[src/rtl/axi_stream_pkg.sv]
// Shared constants and helpers for the AXI-stream blocks.
package axi_stream_pkg;

  localparam int AXIS_DEFAULT_DATA_WIDTH = 32;

  // Pointer width for a power-of-two depth: address bits plus one wrap bit.
  function automatic int ptr_width(input int depth);
    return $clog2(depth) + 1;
  endfunction

endpackage

[src/rtl/axi_stream_if.sv]
// AXI-stream handshake bundle: data, last and valid from master, ready from slave.
interface axi_stream_if
  import axi_stream_pkg::*;
#(
  parameter int DATA_WIDTH = AXIS_DEFAULT_DATA_WIDTH
) ();

  logic [DATA_WIDTH-1:0] data;
  logic                  valid;
  logic                  last;
  logic                  ready;

  modport master (output data, output valid, output last, input ready);
  modport slave  (input data, input valid, input last, output ready);

endinterface

[src/rtl/axi_stream_fifo_mem.sv]
// Unreset flop array with one synchronous write port and a combinational read port.
module axi_stream_fifo_mem #(
  parameter int WIDTH = 33,
  parameter int DEPTH = 16,
  parameter int AW    = $clog2(DEPTH)
) (
  input  logic             clk,
  input  logic             wr_en,
  input  logic [AW-1:0]    wr_addr,
  input  logic [WIDTH-1:0] wr_data,
  input  logic [AW-1:0]    rd_addr,
  output logic [WIDTH-1:0] rd_data
);

  logic [WIDTH-1:0] mem [DEPTH];

  always_ff @(posedge clk) begin
    if (wr_en) begin
      mem[wr_addr] <= wr_data;
    end
  end

  assign rd_data = mem[rd_addr];

endmodule

[src/rtl/axi_stream_fifo.sv]
// First-word-fall-through AXI-stream FIFO carrying data and last, with
// registered fill level and almost-full flag.
module axi_stream_fifo
  import axi_stream_pkg::*;
#(
  parameter int DATA_WIDTH        = AXIS_DEFAULT_DATA_WIDTH,
  parameter int DEPTH             = 16,
  parameter int ALMOST_FULL_LEVEL = DEPTH - 2
) (
  input  logic                       clk,
  input  logic                       rst_n,
  axi_stream_if.slave                s_axis,
  axi_stream_if.master               m_axis,
  output logic [$clog2(DEPTH+1)-1:0] count,
  output logic                       almost_full
);

  localparam int PW = ptr_width(DEPTH);
  localparam int AW = PW - 1;
  localparam int CW = $clog2(DEPTH + 1);

  logic [PW-1:0] wr_ptr;
  logic [PW-1:0] rd_ptr;
  logic [PW-1:0] wr_ptr_nxt;
  logic [PW-1:0] rd_ptr_nxt;
  logic [CW-1:0] count_nxt;
  logic          ready_q;
  logic          empty;
  logic          full_nxt;
  logic          push;
  logic          pop;
  logic [DATA_WIDTH:0] rd_data;

  assign empty = (wr_ptr == rd_ptr);
  assign push  = s_axis.valid && ready_q;
  assign pop   = !empty && m_axis.ready;

  assign wr_ptr_nxt = push ? wr_ptr + PW'(1) : wr_ptr;
  assign rd_ptr_nxt = pop  ? rd_ptr + PW'(1) : rd_ptr;
  assign full_nxt   = (wr_ptr_nxt[AW-1:0] == rd_ptr_nxt[AW-1:0]) &&
                      (wr_ptr_nxt[AW] != rd_ptr_nxt[AW]);

  always_comb begin
    count_nxt = count;
    case ({push, pop})
      2'b10:   count_nxt = count + CW'(1);
      2'b01:   count_nxt = count - CW'(1);
      default: count_nxt = count;
    endcase
  end

  // ready is a flop of the next-state full flag, so it is low in reset and
  // never depends combinationally on the downstream ready.
  always_ff @(posedge clk or negedge rst_n) begin
    if (!rst_n) begin
      wr_ptr      <= '0;
      rd_ptr      <= '0;
      count       <= '0;
      almost_full <= 1'b0;
      ready_q     <= 1'b0;
    end else begin
      wr_ptr      <= wr_ptr_nxt;
      rd_ptr      <= rd_ptr_nxt;
      count       <= count_nxt;
      almost_full <= (count_nxt >= CW'(ALMOST_FULL_LEVEL));
      ready_q     <= !full_nxt;
    end
  end

  axi_stream_fifo_mem #(
    .WIDTH (DATA_WIDTH + 1),
    .DEPTH (DEPTH),
    .AW    (AW)
  ) u_mem (
    .clk     (clk),
    .wr_en   (push),
    .wr_addr (wr_ptr[AW-1:0]),
    .wr_data ({s_axis.last, s_axis.data}),
    .rd_addr (rd_ptr[AW-1:0]),
    .rd_data (rd_data)
  );

  assign s_axis.ready = ready_q;
  assign m_axis.valid = !empty;
  assign m_axis.data  = rd_data[DATA_WIDTH-1:0];
  assign m_axis.last  = rd_data[DATA_WIDTH];

endmodule
[src/flat_wrapper.sv]
// flat-port wrapper written by rule: the top's interface ports become plain ports
module axi_stream_fifo_flat import axi_stream_pkg::*;
#(
  parameter int DATA_WIDTH        = AXIS_DEFAULT_DATA_WIDTH,
  parameter int DEPTH             = 16,
  parameter int ALMOST_FULL_LEVEL = DEPTH - 2
)
  (clk, rst_n, count, almost_full, s_axis_data, s_axis_valid, s_axis_last, s_axis_ready, m_axis_data, m_axis_valid, m_axis_last, m_axis_ready);
  axi_stream_if #(.DATA_WIDTH(DATA_WIDTH)) s_axis_i ();
  axi_stream_if #(.DATA_WIDTH(DATA_WIDTH)) m_axis_i ();
  input  logic clk;
  input  logic rst_n;
  output logic [$clog2(DEPTH+1)-1:0] count;
  output logic almost_full;
  input wire logic [$bits(s_axis_i.data)-1:0] s_axis_data;
  input wire logic [$bits(s_axis_i.valid)-1:0] s_axis_valid;
  input wire logic [$bits(s_axis_i.last)-1:0] s_axis_last;
  output wire logic [$bits(s_axis_i.ready)-1:0] s_axis_ready;
  output wire logic [$bits(m_axis_i.data)-1:0] m_axis_data;
  output wire logic [$bits(m_axis_i.valid)-1:0] m_axis_valid;
  output wire logic [$bits(m_axis_i.last)-1:0] m_axis_last;
  input wire logic [$bits(m_axis_i.ready)-1:0] m_axis_ready;
  assign s_axis_i.data = s_axis_data;
  assign s_axis_i.valid = s_axis_valid;
  assign s_axis_i.last = s_axis_last;
  assign s_axis_ready = s_axis_i.ready;
  assign m_axis_data = m_axis_i.data;
  assign m_axis_valid = m_axis_i.valid;
  assign m_axis_last = m_axis_i.last;
  assign m_axis_i.ready = m_axis_ready;
  axi_stream_fifo #(.DATA_WIDTH(DATA_WIDTH), .DEPTH(DEPTH), .ALMOST_FULL_LEVEL(ALMOST_FULL_LEVEL)) u_core (.clk(clk), .rst_n(rst_n), .s_axis(s_axis_i), .m_axis(m_axis_i), .count(count), .almost_full(almost_full));
endmodule
[config.mk]
export PLATFORM = sky130hd
export DESIGN_NAME = axi_stream_fifo_flat
export DESIGN_NICKNAME = d
export VERILOG_FILES = /design/src/rtl/axi_stream_pkg.sv /design/src/rtl/axi_stream_if.sv /design/src/rtl/axi_stream_fifo_mem.sv /design/src/rtl/axi_stream_fifo.sv /design/src/flat_wrapper.sv
export SDC_FILE = /design/constraint.sdc
export NUM_CORES = 1
export LEC_CHECK = 0
export ABC_AREA = 1
export CAP_MARGIN = 20
export CORE_MARGIN = 3
export CORE_UTILIZATION = 50
export CTS_BUF_LIST = sky130_fd_sc_hd__clkbuf_4
export CTS_CLUSTER_DIAMETER = 120
export DETAILED_ROUTE_END_ITERATION = 10
export GPL_TIMING_DRIVEN = 0
export PLACE_DENSITY_LB_ADDON = 0.12
export SYNTH_ARGS = -nofsm -noshare
export SYNTH_HDL_FRONTEND = slang
export SYNTH_HIERARCHICAL = 1
export SYNTH_SLANG_ARGS = --single-unit
[constraint.sdc]
create_clock -name clk -period 7.96 [get_ports clk]
set_input_delay 1.592 -clock clk [delete_from_list [all_inputs] [get_ports clk]]
set_output_delay 1.592 -clock clk [all_outputs]
set_load 0.005 [all_outputs]
# Word level (Yosys, flattened, before mapping)
# Memories as Yosys holds them, arrays and structs flattened.
# Index checks and enable logic that the tools add are counted.
[totals]
register_bits = 17
latchBits = 0
ram_bits = 528
rom_bits = 0
in_bits = 37
output_inout_bits = 41
memories = 1
[memory_table]
columns = ["memory", "depth", "word_bits", "read_ports", "rd_ports_with_merged_regs", "wr", "line", "source"]
rows = [
  ["u_core.u_mem.mem", 16, 33, 1, 0, 1, "axi_stream_fifo_mem.sv:15", "logic [WIDTH-1:0] mem [DEPTH];"],
]
[op_classes]
n_addsub = 4
multipliers = 0
n_div = 0
magnitude_cmp = 1
n_eq_ne = 5
shifts = 0
muxes = 5
bitwise = 0
n_reduce_logical = 5
[op_table]
columns = ["op", "n"]
rows = [
  ["5-bit by 1-bit adder with 5-bit output (second input constant)", 3],
  ["5-bit 2-to-1 mux", 2],
  ["5-bit case mux with 2 select lines", 1],
  ["5-bit == test", 1],
  ["5-bit by 4-bit >= comparator with 1-bit output (second input constant)", 1],
  ["5-bit by 1-bit subtractor with 5-bit output (second input constant)", 1],
  ["4-bit == test", 1],
  ["1-bit logical AND", 3],
  ["2-bit by 1-bit == test with 1-bit output (second input constant)", 1],
  ["2-bit == test (second input constant)", 1],
  ["1-bit zero test", 2],
  ["1-bit 2-to-1 mux", 2],
  ["1-bit inequality test", 1],
]

# Longest topological paths before layout
# Gate-level depths: netlist of the first run.
[logic_depth]
depth_word = 7
mapped_depth = 18
depth_no_buf = 17

# Modules after synthesis
# Netlist of the first run, hierarchy kept.
[by_module_without_submodules]
columns = ["module", "n_inst", "cells_per_inst", "area_each_um2", "seq_area_each_um2"]
rows = [
  ["axi_stream_fifo_mem", 1, 2152, 22580.4, 15855.2],
  ["axi_stream_fifo", 1, 152, 1156.1, 425.4],
]

# Worst setup path before layout of the first run
# No wires, ideal clock.
[synth_timing]
kind = "in2reg"
start = "input port s_axis_valid"
end = "memory u_core.u_mem.mem[10][0] (enable)"
setup_time_ps = 423
arrival_ps = 3356
t_required_ps = 7537
slack_ps = 4181
stages = 4
path_buffers = 0
cell_sequence = "nand2_1 -> inv_2 -> nand3b_1 -> nor2_1"
[synth_between]
elab_chain_cells = 3
[synth_rtl]
columns = ["element", "line", "source"]
rows = [
  ["start, declared", "flat_wrapper.sv:16", "input wire logic [$bits(s_axis_i.valid)-1:0] s_axis_valid;"],
  ["1-bit logical AND", "axi_stream_fifo.sv:35", "assign push = s_axis.valid && ready_q;"],
  ["via u_core.push", "axi_stream_fifo.sv:30", "logic push;"],
  ["1-bit 2-to-1 mux", "axi_stream_fifo_mem.sv:18", "if (wr_en) begin"],
  ["1-bit 2-to-1 mux (implied by the code)", "axi_stream_fifo_mem.sv:19", "mem[wr_addr] <= wr_data;"],
  ["end, declared", "axi_stream_fifo_mem.sv:15", ""],
]
# The timed path passes the listed nets, and every way through them passes these cells.

# Worst setup path in the final report of the first run
[layout_timing]
start = "register u_core.rd_ptr[3]"
end = "output port m_axis_data[15]"
[layout_between]
elab_chain_cells = 1
[layout_rtl]
columns = ["element", "line", "source"]
rows = [
  ["start, declared", "axi_stream_fifo.sv:23", "logic [PW-1:0] rd_ptr;"],
  ["start signal, assigned", "axi_stream_fifo.sv:63", "rd_ptr <= rd_ptr_nxt;"],
  ["memory read 16 x 33 bit", "--", ""],
  ["end, declared", "flat_wrapper.sv:19", "output wire logic [$bits(m_axis_i.data)-1:0] m_axis_data;"],
]
# No other way between the ends.

==> results.cfg, run 1 <==
[outcome]
status = completed

[global_routing]
grt_util_all_layers = 0.292
grt_pass1_wl_um = 105000
gr-max-usage-layer = met2
gr-total-overflow = 0
grt_max_degree = 24
use_met3 = 0.0706
grt_pass1_vias = 16500
antenna_found_initial = 5
grtUsageMet1 = 0.399
met2_usage = 0.456

[clock_tree]
cts_resized = 0
h-tree-depth = 4
clk_pin_slew_worst_paths_ps = 60
hold_buffers = 0
clock_latency_ps = 980
post-cts-setup-buffers = 0
clock_tree.root_cell = clkbuf_4
cts_buffers = 145
cts.sinks = 545
cts_tree = yes
cts_buffer_depth = 3

[floorplanning]
core_sq_um = 46800
fp.dieArea_sq_um = 50100
start_util = 0.508
fp.dieH_um = 224
die_x_um = 224
num_rows = 79
io-pin-count = 78

[synth]
ys_ff_latch = 545
syn_area_per_cell_sq_um = 10.3
syn-num-nets = 2346
netlist_area_sq_um = 23700
postSynthCellCount = 2304
synth_cell_types = 31
ys_warn_count = 6
ys_seq_area_frac = 0.686

[worst_setup_path]
r2r-start = u_core/rd_ptr[2]
cp-end-kind = output port
worstPathRequired_ps = 6370
cp_max_fo = 10
worst_setup_path_start_kind = flip-flop
critPathLaunch = u_core/rd_ptr[3]
setup.worst_path.class = reg -> out
cp.arrival_ps = 4230

[place]
dp_hpwl_um = 46400
gp_congestion = 0.852
portBuffers = 76

[run]
drv_cap = 0

[timing]
worstMarginPinSlew_ps = 1190
skew_ps = 26.9
finalSetupViolations = 0
period_share = 0.731
final_hold_viol_count = 0
fmax_ghz = 0.172
rsz0062_at_grt = false
fin_crit_ps = 5820
slew-limit-headroom = 0.210
fin_setup_tns_ps = 0
maxSlewViolCount = 0
whs_ps = 524

[pwr]
total_power_uw = 10100
max-vdd-ir-drop_mv = 0.216
power.density_nw_per_um2 = 366
p_leak_uw = 0.0119

[detailed_routing]
vias = 17500
detail-route-antenna-nets = 0
firstDrtPassIters = 5
routed_wl_um = 72300
drtIter0Drc = 1910
routed_via_density = 5.39
avgRoutedWirePerCell_um = 22.3
drc = 0

[layout]
postLayoutCoreUtil = 0.588
fin_nets = 2587
layout-area-overhead-vs-synth_pct = 15.8
drive_gt1_frac = 0.136

[worst_hold_path]
holdCritStartpoint = u_core/count[0]
hold_path_class = reg -> reg
==> final cells by class <==
cell class              instances  area (sq um)
clock buffers                 205          1540
plain buffers                 110           541
repair buffers                 94          1160
well taps                     607           759
flip-flops and latches        545         16300
fillers                      3971         19300
inverters                     426          1600
diodes                          9          22.5
multi-input cells            1223          5440
clock inverters                22           144
==> cells by family (layout without fill, tap and decap cells) <==
kind of cell	count (synthesis)	in the layout	share of synthesized area
and+or+nand+nor	1198	1198	0.215
DFF	545	545	0.686
buffers and inverters	536	857	0.0901
xor gates and xnor gates	11	11	0.00406
AOI/OAI and AO/OA	9	9	0.00200
adders and majority gates	5	5	0.00264
other	0	9	0
==> stage by stage <==
step	area, sq um	instances	worst slack [ps]
after floorplan	23700	2304	4180
after global placement	25300	2987	1710
after detailed placement	25800	3005	3320
after CTS	27500	3232	2240
after global routing	27500	3236	2180
final	27500	3241	2140
==> critical path, cell delays in order (launching register included) <==
cell,delay [ps]
dfrtp_1,460
clkbuf_1,420
inv_1,390
clkbuf_1,830
nand3_1,260
nand2_1,300
clkdlybuf4s50_1,560
==> cell usage in the layout (no fill, tap or decap), types with 9 or more instances in the layout <==
master,netlist,routed
buf_1,15,15
buf_12,0,11
buf_2,74,74
buf_4,9,9
clkbuf_1,11,11
clkbuf_4,0,205
clkdlybuf4s50_1,0,76
clkinv_1,1,11
dfrtp_1,17,17
diode_2,0,9
edfxtp_1,528,528
inv_1,420,420
inv_2,5,12
nand2_1,742,742
nand3_1,413,413
nor2_4,2,18
==> cell usage after synthesis (all sizes together) <==
master  number  area (sq um)
a21o         1          7.51
a21oi        1          5.00
buf         98           494
clkbuf      12          46.3
clkinv       1          3.75
dfrtp       17           425
edfxtp     528         15900
ha           5          62.6
inv        425          1600
nand2      748          2830
nand3      415          2090
nand3b       4          33.8
nor2        26           118
nor3         1          10.0
nor3b        1          7.51
o21ai        7          35.0
or2          3          18.8
xnor2        5          43.8
xor2         6          52.6
==> flip-flops by register name, summed over array words and instances (netlist names) <==
name,count
u_core/rd_ptr,5
u_core/wr_ptr,5
u_core/almost_full,1
u_core/u_mem/mem,528
u_core/s_axis.ready,1
u_core/count,5
==> path summary, 6_finish.rpt <==
| path | depth (start not counted) | to | slack [ps] |
|---|---|---|---|
| worst max-delay path | 6 | m_axis_data[15] | 2140 |
| worst min-delay path | 1 | u_core/count[0] | 520 |
| worst max register to register | 18 | u_core/almost_full | 5020 |
| worst min register to register | 1 | u_core/count[0] | 520 |
| max in group asynchronous | 1 | u_core/count[1] | 6400 |
| min in group asynchronous | 1 | u_core/s_axis.ready | 1070 |
==> report_power, final <==
part / switching [uW] / leakage [uW] / internal, uW / total (uW)
Clock: 1100 / 0.00102 / 1230 / 2330
Sequential: 118 / 0.00496 / 3460 / 3580
Combinational: 2880 / 0.00595 / 1270 / 4150
==> routing by layer <==
| layer | wire, um | vias up |
|---|---|---|
| met5 | 11 | - |
| met4 | 2530 | 2 |
| met3 | 8260 | 158 |
| met2 | 33300 | 1046 |
| met1 | 28200 | 8260 |
| li1 | - | 7988 |
(Power assumes the default switching activity.)
==> run 2: changes to the inputs <==
clock period = 5.46 ns   (was 7.96 ns; I/O delays follow)
==> results of run 2 <==
The final DEF is identical to that of run 1. Status: completed.
Among the figures that moved: setup slack after placement 3320 ps -> 1320 ps; setup slack after layout 2140 ps -> 137 ps; hold slack 524 ps -> 505 ps; register-to-register setup slack 5020 ps -> 2520 ps; end point of the worst hold path u_core/count[0] -> u_core/rd_ptr[0]; total power 10100 uW -> 14700 uW; worst IR drop on VDD 0.216 mV -> 0.315 mV
==> variant (settings of run 2) <==
`DEPTH` is set to 16 in 3 places; all go to 32.
--- a/src/rtl/axi_stream_fifo_mem.sv
+++ b/src/rtl/axi_stream_fifo_mem.sv
@@ -2,5 +2,5 @@
 module axi_stream_fifo_mem #(
   parameter int WIDTH = 33,
-  parameter int DEPTH = 16,
+  parameter int DEPTH = 32,
   parameter int AW    = $clog2(DEPTH)
 ) (
--- a/src/rtl/axi_stream_fifo.sv
+++ b/src/rtl/axi_stream_fifo.sv
@@ -5,5 +5,5 @@
 #(
   parameter int DATA_WIDTH        = AXIS_DEFAULT_DATA_WIDTH,
-  parameter int DEPTH             = 16,
+  parameter int DEPTH             = 32,
   parameter int ALMOST_FULL_LEVEL = DEPTH - 2
 ) (
--- a/src/flat_wrapper.sv
+++ b/src/flat_wrapper.sv
@@ -3,5 +3,5 @@
 #(
   parameter int DATA_WIDTH        = AXIS_DEFAULT_DATA_WIDTH,
-  parameter int DEPTH             = 16,
+  parameter int DEPTH             = 32,
   parameter int ALMOST_FULL_LEVEL = DEPTH - 2
 )
Interface: changed (resized count); port bits go from 78 to 79. No check against the original RTL was run, so the function may have changed too.
==> variant against run 2 <==
  * Area after synthesis grew 87%
  * Non-clock buffer count grew 161
  * Hold slack worse by 0.28 ns
  * Routed wire length is 91% higher
  * Global-route usage rose by 0.38 points
  * Setup slack worse by 0.023 ns
  * Cell count increased by 72%
  * Final area up 88%
  * Critical endpoint is now m_axis_data[10]
  * Via count up 81%
  * Power grew 80%
  * Critical path type unchanged
  * Sequential cell count grew 531
  * Clock skew increased by 0.068 ns
  * Count of clock-buffer cells in the layout up 222
==> variant: results (changes against run 2) <==
\begin{tabular}{lr}
\hline
Metric & Value \\
\hline
\multicolumn{2}{l}{\textbf{Run status}} \\
Status & finished, final reports clean (unchanged) \\
\multicolumn{2}{l}{\textbf{Routing}} \\
DR WL/cell & 24.7 um (was 22.3 um) \\
WL final & 138000 um (was 72300 um) \\
Number of DRC markers after the initial detailed-route iteration & 3459 (was 1910) \\
\multicolumn{2}{l}{\textbf{GRT}} \\
Met3 track demand over resource in global routing & 6.62\% (was 7.06\%) \\
Pin count of the biggest net entering global routing & 33 (was 24) \\
First-pass GRT wire length & 199000 um (was 105000 um) \\
\multicolumn{2}{l}{\textbf{Layout}} \\
FF+latch count & 1076 (was 545) \\
Fraction of layout cells with a size suffix above 1 & 17.2\% (was 13.6\%) \\
Sequential share of cell area & 62.4\% (was 59.2\%) \\
Number of flip-flops under the largest register name & 1056 (was 528) \\
Inverter count & 43 (was 426) \\
\multicolumn{2}{l}{\textbf{Setup path}} \\
Worst Setup EP & m\_axis\_data[10] (was m\_axis\_data[15]) \\
Cell with the biggest individual delay on the critical path & sky130\_fd\_sc\_hd\_\_buf\_1 (was sky130\_fd\_sc\_hd\_\_clkbuf\_1) \\
Reg-to-Reg Start & u\_core/rd\_ptr[3] (was u\_core/rd\_ptr[2]) \\
\multicolumn{2}{l}{\textbf{Placement}} \\
Post-placement worst setup slack & 1.14 ns (was 1.32 ns) \\
Detailed-placement wirelength estimate & 92500 um (was 46400 um) \\
\multicolumn{2}{l}{\textbf{Power and ir drop}} \\
Sw frac & 38.5\% (was 40.7\%) \\
Comb. pwr & 9.71 mW (was 6.05 mW) \\
\multicolumn{2}{l}{\textbf{Logic synthesis}} \\
Unique cell type count in the Yosys netlist & 29 (was 31) \\
Net count after synthesis & 3854 (was 2346) \\
Post-Synthesis Mean Instance Area & 11.7 um2 (was 10.3 um2) \\
\multicolumn{2}{l}{\textbf{STA}} \\
Worst Hold Margin & 0.229 ns (was 0.505 ns) \\
\multicolumn{2}{l}{\textbf{CTS}} \\
Num CTS Buffers & 298 (was 145) \\
\multicolumn{2}{l}{\textbf{Die}} \\
Initial core utilization & 50.8\% (about the same) \\
\hline
\end{tabular}
-- variant: cell count changes in the layout (fill, tap and decap cells not counted), moves of 60 or more --
cell                       before   now
sky130_fd_sc_hd__nand2_1      742  1556
sky130_fd_sc_hd__edfxtp_1     528  1056
sky130_fd_sc_hd__nand3_1      413   831
sky130_fd_sc_hd__inv_1        420    38
sky130_fd_sc_hd__clkbuf_4     205   428
sky130_fd_sc_hd__buf_2         74   135
sky130_fd_sc_hd__buf_6          0    60
-- variant: repair_timing --
| item | in CTS | in global routing |
|---|---|---|
| setup endpoints to repair | 3 | 3 |
| pin swaps | 0 | 0 |
| resized for setup | 1 | 2 |
-- variant: kinds of logic after synthesis --
family	count (synthesis)	synth area share (%)
simple gates	2439	23.1
flops	1076	72.6
buf+inv	272	3.92
fa+ha+maj	8	0.242
compound gates	7	0.0845
xor+xnor	7	0.138
